$ cat src/rtl/program_loader.sv
// program_loader
// Boot-time instruction store for the 8-bit core. A program image arrives as
// a byte stream, is written into a DEPTH x DATA_W memory, and is followed by
// one checksum byte. The core is released from reset only when the image sum
// plus the checksum byte is 0 mod 256. The core fetches from the same memory
// through a combinational read port.
//
// Ports
//   clk, reset      clock; synchronous active-high reset
//   load_start      one-cycle load request, load_len sampled with it
//   load_len[4:0]   image length in bytes (1..DEPTH)
//   in_valid/in_data/in_ready  image + checksum byte stream
//   fetch_addr      core PC
//   fetch_data      mem[fetch_addr], old word on read-during-write
//   cpu_reset       holds the core in reset (low only in RUN)
//   busy            loading or waiting for checksum
//   done            one-cycle pulse on successful verification
//   err             bad length or bad checksum
//   sum_out         running mod-256 sum of the current image
//
// state | meaning
// IDLE  | after reset, nothing loaded
// LOAD  | accepting image bytes into memory
// CKSUM | waiting for the checksum byte
// RUN   | image verified, core running
// ERR   | bad length or checksum, core held in reset
module program_loader #(
  parameter int DEPTH  = 16,
  parameter int ADDR_W = 4,
  parameter int DATA_W = 8
) (
  input  logic              clk,
  input  logic              reset,
  input  logic              load_start,
  input  logic [4:0]        load_len,
  input  logic              in_valid,
  input  logic [DATA_W-1:0] in_data,
  output logic              in_ready,
  input  logic [ADDR_W-1:0] fetch_addr,
  output logic [DATA_W-1:0] fetch_data,
  output logic              cpu_reset,
  output logic              busy,
  output logic              done,
  output logic              err,
  output logic [DATA_W-1:0] sum_out
);

  localparam logic [2:0] ST_IDLE  = 3'd0;
  localparam logic [2:0] ST_LOAD  = 3'd1;
  localparam logic [2:0] ST_CKSUM = 3'd2;
  localparam logic [2:0] ST_RUN   = 3'd3;
  localparam logic [2:0] ST_ERR   = 3'd4;

  logic [2:0]        state;
  logic [DATA_W-1:0] mem [DEPTH];
  logic [ADDR_W-1:0] wr_ptr;
  logic [4:0]        count;
  logic [4:0]        len;
  logic [DATA_W-1:0] sum;
  logic              done_q;

  logic              accept;
  logic              start_ok;
  logic              len_ok;
  logic              last_byte;
  logic [DATA_W-1:0] sum_next;

  assign in_ready   = (state == ST_LOAD) || (state == ST_CKSUM);
  assign busy       = in_ready;
  assign cpu_reset  = (state != ST_RUN);
  assign err        = (state == ST_ERR);
  assign done       = done_q;
  assign sum_out    = sum;
  assign fetch_data = mem[fetch_addr];

  assign accept    = in_valid && in_ready;
  // Requests arriving mid-load are dropped so a stray pulse cannot corrupt an image.
  assign start_ok  = load_start && ((state == ST_IDLE) || (state == ST_RUN) || (state == ST_ERR));
  assign len_ok    = (load_len != 5'd0) && (load_len <= 5'(DEPTH));
  assign last_byte = ((count + 5'd1) == len);
  // In CKSUM this is image sum + checksum byte, which must wrap to zero.
  assign sum_next  = sum + in_data;

  always_ff @(posedge clk) begin
    if (reset) begin
      state  <= ST_IDLE;
      wr_ptr <= '0;
      count  <= '0;
      len    <= '0;
      sum    <= '0;
      done_q <= 1'b0;
      for (int i = 0; i < DEPTH; i++) begin
        mem[i] <= '0;
      end
    end else begin
      done_q <= 1'b0;
      if (start_ok) begin
        if (len_ok) begin
          state  <= ST_LOAD;
          len    <= load_len;
          wr_ptr <= '0;
          count  <= '0;
          sum    <= '0;
        end else begin
          state <= ST_ERR;
        end
      end else if (accept) begin
        if (state == ST_LOAD) begin
          mem[wr_ptr] <= in_data;
          wr_ptr      <= wr_ptr + ADDR_W'(1);
          count       <= count + 5'd1;
          sum         <= sum_next;
          if (last_byte) begin
            state <= ST_CKSUM;
          end
        end else begin
          // Checksum byte: verified only, never stored, and not folded into sum_out.
          if (sum_next == '0) begin
            state  <= ST_RUN;
            done_q <= 1'b1;
          end else begin
            state <= ST_ERR;
          end
        end
      end
    end
  end

endmodule

$ cat config.mk
export PLATFORM = sky130hd
export DESIGN_NAME = program_loader
export DESIGN_NICKNAME = d
export VERILOG_FILES = /design/src/rtl/program_loader.sv
export SDC_FILE = /design/constraint.sdc
export NUM_CORES = 1
export LEC_CHECK = 0
export ABC_AREA = 0
export CAP_MARGIN = 20
export CORE_ASPECT_RATIO = 0.75
export CORE_MARGIN = 5
export CORE_UTILIZATION = 25
export CTS_BUF_LIST = sky130_fd_sc_hd__clkbuf_8 sky130_fd_sc_hd__clkbuf_16
export DETAILED_ROUTE_END_ITERATION = 8
export HOLD_SLACK_MARGIN = 0.12
export PLACE_DENSITY = 0.41
export SLEW_MARGIN = 40
export SYNTH_ARGS = -nofsm -noshare
export SYNTH_HDL_FRONTEND = slang
export SYNTH_SLANG_ARGS = --single-unit
export TNS_END_PERCENT = 1
$ cat constraint.sdc
create_clock -name clk -period 3 [get_ports clk]
set_input_delay 0.3 -clock clk [delete_from_list [all_inputs] [get_ports clk]]
set_output_delay 0.3 -clock clk [all_outputs]
set_load 0.02 [all_outputs]
Word-level counts from Yosys, hierarchy flattened. Memory sizes are Yosys's and may differ from the RTL's. Index checks and enable logic that the tools add are counted. Widths: inputs -> output; s select.

Eq/ne operators: 8. Add/subtract/negate cells: 3. Bitwise operators: 1. Reduce and logical (&&, ||, !) cells: 16. Mux-type cells: 29. $lt $le $gt $ge: 1.

Operators by type and width (count): $mux 8 (5); $mux 4 (5); $mux 5 (4); $mux 3 (6); $mux 1 (9); $add 8x8->8 (1); $logic_not 8->1 (1); $reduce_or 8->1 (1); $eq 3x2->1 const B (2); $add 5x1->5 const B (1); $eq 5x5->1 (1); $le 5x5->1 const B (1); $reduce_bool 5->1 (1); $add 4x1->4 const B (1); $reduce_and 2->1 (2); $reduce_bool 2->1 (2); $reduce_or 4->1 (1); $eq 3x1->1 const B (1); $eq 3x3->1 const B (1); $logic_and 1x1->1 (3); $logic_not 3->1 (1); $logic_or 1x1->1 (3); $ne 3x2->1 const B (1); $ne 3x3->1 const B (1); other kinds (3) (3).

Output and inout port bits: 21. Bits of input ports: 21. Memories: 1. Flip-flop bits (word level): 26. Logic and storage cells: 65. Memory bits (writable): 128.

Memories: mem (words 16, bits a word 8, rd ports 1, clocked after memory_dff 0, wr ports 16, RTL line 55) `logic [DATA_W-1:0] mem [DEPTH];`.

Longest topological paths before layout.
Depth after elaboration: 9. Mapped depth: 9. Gate-level depth less buffers: 8.

Least setup slack after synthesis. No wires, ideal clock.

Path kind: register to register. Start point: register sum[0], in the netlist sum_out[0]. End point: register state[0]. Library setup time: 0.086 ns. Slack: 0.646 ns. Data required time: 2.914 ns. Clock period less this slack: 2.354 ns. Data arrival time: 2.268 ns. Path buffers: 0. Stages on the path, launching flop included: 9. Path through: dfxtp_1 ha_1 fa_1 a211oi_1 o21bai_1 a21oi_1 xor2_1 nand4b_1 a221oi_2.

Cells in the longest elaborated chain, start to end: 6.

RTL lines: start, declared (RTL line 59) `logic [DATA_W-1:0] sum;`; start signal, assigned (RTL line 112) `sum <= sum_next;`; $add 8x8->8 (RTL line 82) `assign sum_next = sum + in_data;`; $logic_not 8->1 (RTL line 118) `if (sum_next == '0) begin`; $mux 3 (RTL line 118); $mux 3 (RTL line 108) `if (state == ST_LOAD) begin`; $mux 3 (RTL line 107) `end else if (accept) begin`; $mux 3 (RTL line 97) `if (start_ok) begin`; end signal, assigned (RTL line 99) `state <= ST_LOAD;`; end signal, assigned (RTL line 119) `state <= ST_RUN;`; end signal, assigned (RTL line 122) `state <= ST_ERR;`; end, declared (RTL line 54) `logic [2:0] state;`.

Every way passes these cells. The select of a mux whose other input is x is not followed. A chain may end at the register's enable or synchronous reset.

Final worst setup path.
Start point: input fetch_addr[1]. End point: output fetch_data[5].

Cells in the longest elaborated chain, start to end: 1.

RTL lines: start, declared (RTL line 39) `input logic [ADDR_W-1:0] fetch_addr,`; $mem_v2 16x8; end, declared (RTL line 40) `output logic [DATA_W-1:0] fetch_data,`.

Every way passes these cells.

==> results.json <==
{
  "status": "finished, final reports clean",
  "hp-class": "input pin to register",
  "wl_per_cell_um": 19.7,
  "place_congestion": 0.756,
  "powerDensity_mw_per_mm2": 567,
  "finalCriticalPeriod_ps": 2830,
  "yosysTopAreaCellShare_pct": 50.9,
  "area_delta_synth_final_pct": 19.8,
  "power.leakage_nw": 3.17,
  "cp.required_ps": 2700,
  "wl_mm": 19.8,
  "cp-start-kind": "input pin",
  "critical_path_class": "input pin to output pin",
  "r2r_setup_slack_ps": 330,
  "netlist_area_sq_mm": 0.00755,
  "dp_hpwl_mm": 13.5,
  "antenna_left": 0,
  "vias": 4466,
  "syn-num-nets": 574,
  "cts_setup_buffers": 0,
  "nets": 623,
  "synthCells": 540,
  "synth_warnings": 0,
  "globalRouteOverflowTotal": 0,
  "drive_gt1_share_pct": 20.8,
  "vias_per_cell": 4.46,
  "crit_path_end_kind": "output pin",
  "skew_ps": 11.1,
  "synth_edf_count": 128,
  "io_buffer_count": 41,
  "rsz0062_at_grt": "false",
  "clock_path_buffers": 2,
  "hold_slack_ps": 465,
  "finalMaxSlewViolations": 0,
  "antenna_cells": 0,
  "coreArea_sq_mm": 0.0300,
  "clk_pin_slew_ps": 60,
  "setup_viol_count_final": 0,
  "grt_pass1_vias": 4716,
  "worst_pin_slew_ps": 822,
  "htreeDepth": 4,
  "cts_buffers": 17,
  "grt_first_pass_wirelength_mm": 29.9,
  "synth_ff_type": "edfxtp_1",
  "io_pins": 42,
  "cts_tree": "done",
  "fin_crit_sh_pct": 94.3,
  "hold_viol": 0,
  "cts_resized": 0,
  "grt_max_degree": 39,
  "dieArea_sq_mm": 0.0338,
  "slew_headroom_pct": 45.0,
  "power_w": 0.00513,
  "clk_latency_ps": 430,
  "postSynthAreaPerCell_sq_um": 14.0,
  "cp.arrival_ps": 2530,
  "max-vdd-ir-drop_uv": 363,
  "fin_ws_ps": 172,
  "cts_root_buf": "clkbuf_16",
  "first_iter_violations": 256,
  "ys_ff_latch": 154,
  "dr.pass1.iters": 5,
  "fmax_mhz": 354,
  "nFillCells": 3044,
  "worst-path-max-fanout": 22,
  "cts_sinks": 154,
  "synth.distinct_cells": 56,
  "start_util_pct": 25.2,
  "synth_top_area_cell": "edfxtp_1",
  "dieWidth_um": 211,
  "hold_buffers": 0,
  "synth.area.top_cells": "edfxtp_1 (51%), mux4_2 (12%), and2_1 (11%)",
  "die_h_um": 161,
  "antenna_found_initial": 0,
  "cap_violations": 0,
  "dp_slack_ps": -4.98,
  "core.rowCount": 55,
  "seq_area_frac_synth_pct": 57.8,
  "grt_usage_pct": 12.0,
  "async_reset_ff_share_pct": 0,
  "drcViolationCount": 0
}
==> routing by layer <==
metal  vias up  GRT usage (%)  part of all wire (%)  routed length (um)
li1       2085              -                     -                   -
met1      2286           16.8                    49                9650
met2        87           18.8                    46                9130
met3         8           2.97                   4.1                 802
met4         0           3.18                  0.88                 174
met5         -              0                     0                   0
==> through the flow <==
step           instance area, sq um  setup TNS, ps  utilization [%]  cells
4_1_cts                        9050              0             30.2   1001
3_5_place_dp                   8480          -4.98             28.3    969
6_report                       9050              0             30.2   1001
3_3_place_gp                   8480              0             28.3    969
2_1_floorplan                  7550              0                -    540
5_1_grt                        9050              0             30.2   1001
==> cell families after synthesis <==
family / Yosys count / share of synthesized area [%]
AOI/OAI and AO/OA: 51 / 5.28
xor gates and xnor gates: 13 / 1.51
buffers and inverters: 34 / 2.02
DFF: 154 / 57.8
muxes: 45 / 12.6
and+or+nand+nor: 230 / 18.6
adders and majority gates: 13 / 2.25
==> worst max-delay path, cell delays in order <==
cell	delay, ps
clkdlybuf4s50_1	520
buf_12	210
mux4_2	390
mux4_2	530
clkdlybuf4s50_1	560
==> cells in the final DEF (no fill, tap or decap), drive strengths merged, types with 9 or more instances in the layout <==
cell / n
ha: 12
xnor2: 9
edfxtp: 128
and2: 131
mux4: 40
clkbuf: 17
inv: 9
or2: 17
buf: 18
dfxtp: 26
nor2: 41
o21ai: 10
clkdlybuf4s50: 40
a21oi: 13
==> flip-flops by register name, summed over array words and instances, names as in the netlist <==
signal and flops:
count 5, state 3, len 5, done 1
sum_out 8, mem 128, wr_ptr 4
==> area by class of cell <==
class	count	area [sq um]	share of cell area (%)
flip-flops and latches	154	4360	48.2
multi-input cells	352	3040	33.6
repair buffers	58	558	6.17
well taps	399	499	5.52
clock buffers	17	425	4.70
clock inverters	15	144	1.59
inverters	6	22.5	0.249
==> Yosys cell counts (2+ instances only) <==
cell / n
nor3b_1: 3
and3_1: 2
edfxtp_1: 128
o21ba_2: 2
buf_4: 3
a211oi_1: 2
nand3_1: 5
nand3b_1: 3
and2_1: 131
nand2_1: 4
a211o_1: 2
ha_1: 12
clkbuf_1: 16
mux4_2: 40
o21ai_0: 10
nand2b_1: 4
xnor2_1: 9
or3_1: 2
dfxtp_1: 26
nor3_1: 8
nor4_4: 2
nor2_1: 37
buf_1: 3
inv_1: 6
buf_2: 5
or2_2: 16
xor2_1: 4
mux2i_1: 5
o21a_1: 2
nor2_4: 4
a22oi_1: 7
a21oi_1: 13
==> where the power goes <==
group	internal, W	switching (W)	leakage, nW
sequential	0.00239	0.0000402	1.53
combinational	0.000260	0.000342	1.37
clock	0.00115	0.000944	0.270
total	0.00380	0.00133	3.17
==> path summary, 6_finish.rpt <==
check                                             start                  endpoint  depth (start not counted)
worst min-delay path                        load_len[4]       len[4]$_SDFFE_PP0P_                          3
worst max register to register    state[0]$_SDFFE_PP0P_  mem[14][7]$_SDFFCE_PN0P_                          5
worst min register to register  sum_out[7]$_SDFFE_PP0P_   sum_out[7]$_SDFFE_PP0P_                          2
worst max-delay path                      fetch_addr[1]             fetch_data[5]                          5
No activity file was read; power rests on OpenSTA's default activity.
==> RTL change 1: new RTL, same flow settings <==
Change the parameter `DEPTH` from 16 to 8.
--- a/src/rtl/program_loader.sv
+++ b/src/rtl/program_loader.sv
@@ -27,3 +27,3 @@
 module program_loader #(
-  parameter int DEPTH  = 16,
+  parameter int DEPTH  = 8,
   parameter int ADDR_W = 4,
Behaviour: not the same (a bounded check fails within 4 cycles, from zero or initial values and one cycle with reset high).
==> RTL change 1 against the original RTL <==
Total power shrank 42%. Worst setup slack improved by 0.095 ns. Routed wire length is 42% lower. First-iteration DRC count decreased by 35%. Sequential cell count fell by 65. Synthesized cell count is 32% lower. Synthesized area decreased by 40%. Design area shrank 38%. Register-to-register slack improved by 0.27 ns. Non-clock buffer count up 3. Critical path type unchanged. Critical endpoint unchanged. Largest cell class unchanged.
==> RTL change 1: results (changes against the original RTL) <==
| Step | Item | Value | Delta |
|:---|:---|:---|:---|
| layout | Fill count | 1798 | -41% |
| layout | Non-Clock Buffer Area Fraction | 10.2% | +4.1 points |
| worst hold path | Launch instance of the worst min-delay path | len[3]$_SDFFE_PP0P_ |  |
| sta | Min Tclk post-route | 2.73 ns | -0.0951 ns |
| pwr | Switching power | 0.754 mW | -43% |
| cts | Clk Latency, worst-skew pair | 0.34 ns | -0.09 ns |
| pwr | Static leakage | 2.01 nW | -37% |
| worst hold path | Sink of the worst hold path | len[3]$_SDFFE_PP0P_ |  |
| sta | Transition at the pin with the smallest max-transition slack | 0.557 ns | -0.265 ns |
| worst setup path | Worst reg-to-reg setup slack | 0.60 ns | +0.27 ns |
| grt | Met2 capacity usage during global routing | 17.5% | -1.3 points |
| placed design | Final weighted congestion of routability-driven global placement | 0.731 | -3.3% |
| synthesis | Synth cell types | 51 | -8.9% |
| detailed routing | Total iterations of the first detailed-routing run | 4 | -1 |
| layout | Count of nets after finishing | 452 | -27% |
| grt | Via count of the first global-routing pass | 3000 | -36% |
| synthesis | Syn nets | 396 | -31% |
| worst setup path | Largest fanout of any net on the critical path | 16 | -27% |
| worst setup path | Slowest CP cell | sky130_fd_sc_hd__mux4_2 |  |
| layout | Clock buffer cells | 9 | -8 |
| grt | M1 GR Usage | 16.4% | -0.39 points |
| worst hold path | Worst Hold Path Cells | 2 | -1 |
| grt | Total routing usage reported by global routing | 11.6% | -0.47 points |
| pwr | Worst VDD drop | 0.248 mV | -32% |
| layout | Number of flip-flops and latches | 89 | -42% |
| placed design | Area after DPL | 5290 um2 | -38% |
| synthesis | Share of the synthesized area in compound gates (AO/OA/AOI/OAI) | 6.89% | +1.6 points |
| pwr | Ratio of total power to cell area | 529 nW/um2 | -6.6% |
| detailed routing | Met2 layer wire length in the routed design | 5.08 mm | -44% |
| synthesis | Largest cells by area after synthesis | sky130_fd_sc_hd__edfxtp_1 (43%), sky130_fd_sc_hd__dfxtp_1 (11%), sky130_fd_sc_hd__and2_1 (9.2%) |  |
| synthesis | Top cell types by occurrence after synthesis | sky130_fd_sc_hd__and2_1 (66), sky130_fd_sc_hd__edfxtp_1 (64), sky130_fd_sc_hd__nor2_1 (27), sky130_fd_sc_hd__dfxtp_1 (25), sky130_fd_sc_hd__nand2_1 (22) |  |
| layout | Area used by sequential logic in the layout | 2420 um2 | -44% |
| layout | Synthesis-to-layout area growth | 24.0% |  |
| synthesis | Count of flip-flops with a built-in enable after synthesis | 64 | -50% |
| grt | Pin count of the biggest net entering global routing | 27 | -31% |
| sta | Final clock skew | 0.00801 ns | -0.00313 ns |
| layout | Multi-input gates | 258 | -27% |
| status | Status | finished clean |  |
| placed design | # placed instances | 652 | -33% |
| layout | Max FFs per register | 64 | -50% |
[RTL change 1: cell types whose count changed after synthesis, moves of 7 or more]
cell	delta
sky130_fd_sc_hd__and2_1	-65
sky130_fd_sc_hd__edfxtp_1	-64
sky130_fd_sc_hd__mux4_2	-24
sky130_fd_sc_hd__nand2_1	+18
sky130_fd_sc_hd__clkbuf_1	-10
sky130_fd_sc_hd__nor2_1	-10
sky130_fd_sc_hd__mux2_2	+9
sky130_fd_sc_hd__or2_2	-8
sky130_fd_sc_hd__a22oi_1	-7
[RTL change 1: worst min-delay path, cell delays in order, from the launching register on]
cell	delay, ns
sky130_fd_sc_hd__dfxtp_1	0.32
sky130_fd_sc_hd__nand2_1	0.06
sky130_fd_sc_hd__a21oi_1	0.05
[RTL change 1: power by group through the flow]
stage	logic, mW	clock network, mW	registers, mW
after global routing	0.455	1.22	1.40
final	0.417	1.14	1.39
after global placement	0.423	0	1.42
after CTS	0.425	1.18	1.39
after floorplan	0.254	0	1.42
after detailed placement	0.423	0	1.42
==> RTL change 2: new RTL, same settings <==
Made on the original files. Put a register stage on the output `err`, cleared by the reset. The value now appears one clock later. The other outputs are not delayed to match.
--- a/src/rtl/program_loader.sv
+++ b/src/rtl/program_loader.sv
@@ -70,3 +70,9 @@
   assign cpu_reset  = (state != ST_RUN);
-  assign err        = (state == ST_ERR);
+  always_ff @(posedge clk) begin
+    if (reset) begin
+      err <= '0;
+    end else begin
+      err <= (state == ST_ERR);
+    end
+  end
   assign done       = done_q;
Function: changed (a bounded check fails within 4 cycles, from zero or initial values and one cycle with reset high).
==> RTL change 2 against the original RTL <==
Total power is 0.76% lower. Worst setup slack got worse by 0.017 ns. Routed wire length is 0.19% lower. Sequential cell count increased by 1. Via count is 1.7% higher. Synthesized area grew 0.28%. Design area rose by 1.3%.
==> RTL change 2: results (changes against the original RTL) <==
| Step | Item | Value | Delta |
|:---|:---|:---|:---|
| worst hold path | Launch instance of the worst min-delay path | reset |  |
| detailed routing | Detailed Route Iter0 Violations | 223 | -13% |
| synthesis | Top cell types by occurrence after synthesis | sky130_fd_sc_hd__and2_1 (131), sky130_fd_sc_hd__edfxtp_1 (128), sky130_fd_sc_hd__mux4_2 (40), sky130_fd_sc_hd__nor2_1 (37), sky130_fd_sc_hd__dfxtp_1 (27) |  |
| synthesis | Sequential share of the synthesized area | 57.9% | +0.10 points |
| layout | Share of layout cells above drive strength 1 | 22.2% | +1.4 points |
| placed design | # placed instances | 985 | +1.7% |
| synthesis | Share of synthesized area spent on multiplexers | 12.6% | -0.035 points |
| detailed routing | Total iterations of the first detailed-routing run | 4 | -1 |
| worst setup path | Launch point of the worst reg-to-reg path | sum_out[0]$_SDFFE_PP0P_ |  |
| synthesis | Syn nets | 575 | +0.17% |
| detailed routing | Average routed wire per standard cell | 19.4 um | -1.8% |
| grt | Via count of the first global-routing pass | 4695 | -0.45% |
| grt | Pin count of the biggest net entering global routing | 44 | +13% |
| synthesis | Avg Synthesized Cell Area | 14.0 um2 | about the same |
| layout | Count of nets after finishing | 639 | +2.6% |
| placed design | Pre-CTS worst setup slack | 0.0217 ns | +0.0267 ns |
| placed design | Area after DPL | 8620 um2 | +1.7% |
| placed design | Final weighted congestion of routability-driven global placement | 0.757 | +0.20% |
| synthesis | XOR/XNOR Fraction of Synth Area | 1.50% | -0.0042 points |
| status | Status | finished clean |  |
| pwr | Static leakage | 3.26 nW | +2.8% |
| grt | First-pass GRT wire length | 29.9 mm | about the same |
| detailed routing | Metal-1 WL | 9.33 mm | -3.3% |
| synthesis | Arithmetic-cell share of the synthesized area counting full adders, half adders and majority gates | 2.25% | -0.0063 points |
| detailed routing | Met3 Routed Length | 1.04 mm | +30% |
| grt | M3 GR Usage | 2.93% | -0.039 points |
| grt | Met2 capacity usage during global routing | 18.6% | -0.22 points |
| grt | M1 GR Usage | 16.9% | +0.12 points |
| worst setup path | Register-to-Register Path Depth | 8 | +3 |
| detailed routing | Met2 layer wire length in the routed design | 9.12 mm | -0.19% |
| synthesis | Share of the synthesized area in compound gates (AO/OA/AOI/OAI) | 5.27% | -0.015 points |
| grt | Initial antenna violation count | 1 | +1 |
| sta | Final Hold Slack | 0.460 ns | -0.00509 ns |
| grt | Total routing usage reported by global routing | 12.0% | -0.018 points |
| pwr | Worst VDD drop | 0.356 mV | -1.9% |
## RTL change 2: worst max path at each step
stage	start	endpoint	slack (ns)	cells after the start
after floorplan	sum_out[0]$_SDFFE_PP0P_	state[0]$_SDFFE_PP0P_	0.65	8
after global placement	in_data[0]	state[0]$_SDFFE_PP0P_	0.04	9
after CTS	fetch_addr[1]	fetch_data[0]	0.15	5
final	fetch_addr[1]	fetch_data[6]	0.16	5
after detailed placement	in_data[0]	state[0]$_SDFFE_PP0P_	0.02	9
after global routing	fetch_addr[1]	fetch_data[6]	0.11	5
## RTL change 2: final cells by class
class / count / area, um2
Tap cell: 399 / 499
Multi-Input combinational cell: 352 / 3040
Clock buffer: 17 / 425
Sequential cell: 155 / 4380
Fill cell: 3065 / 20800
Clock inverter: 15 / 123
Inverter: 6 / 22.5
Timing Repair Buffer: 73 / 678
## RTL change 2: where the power goes
part	internal [mW]	switching (mW)
sequential	2.40	0.0397
clock	1.14	0.907
combinational	0.263	0.338
total	3.80	1.28
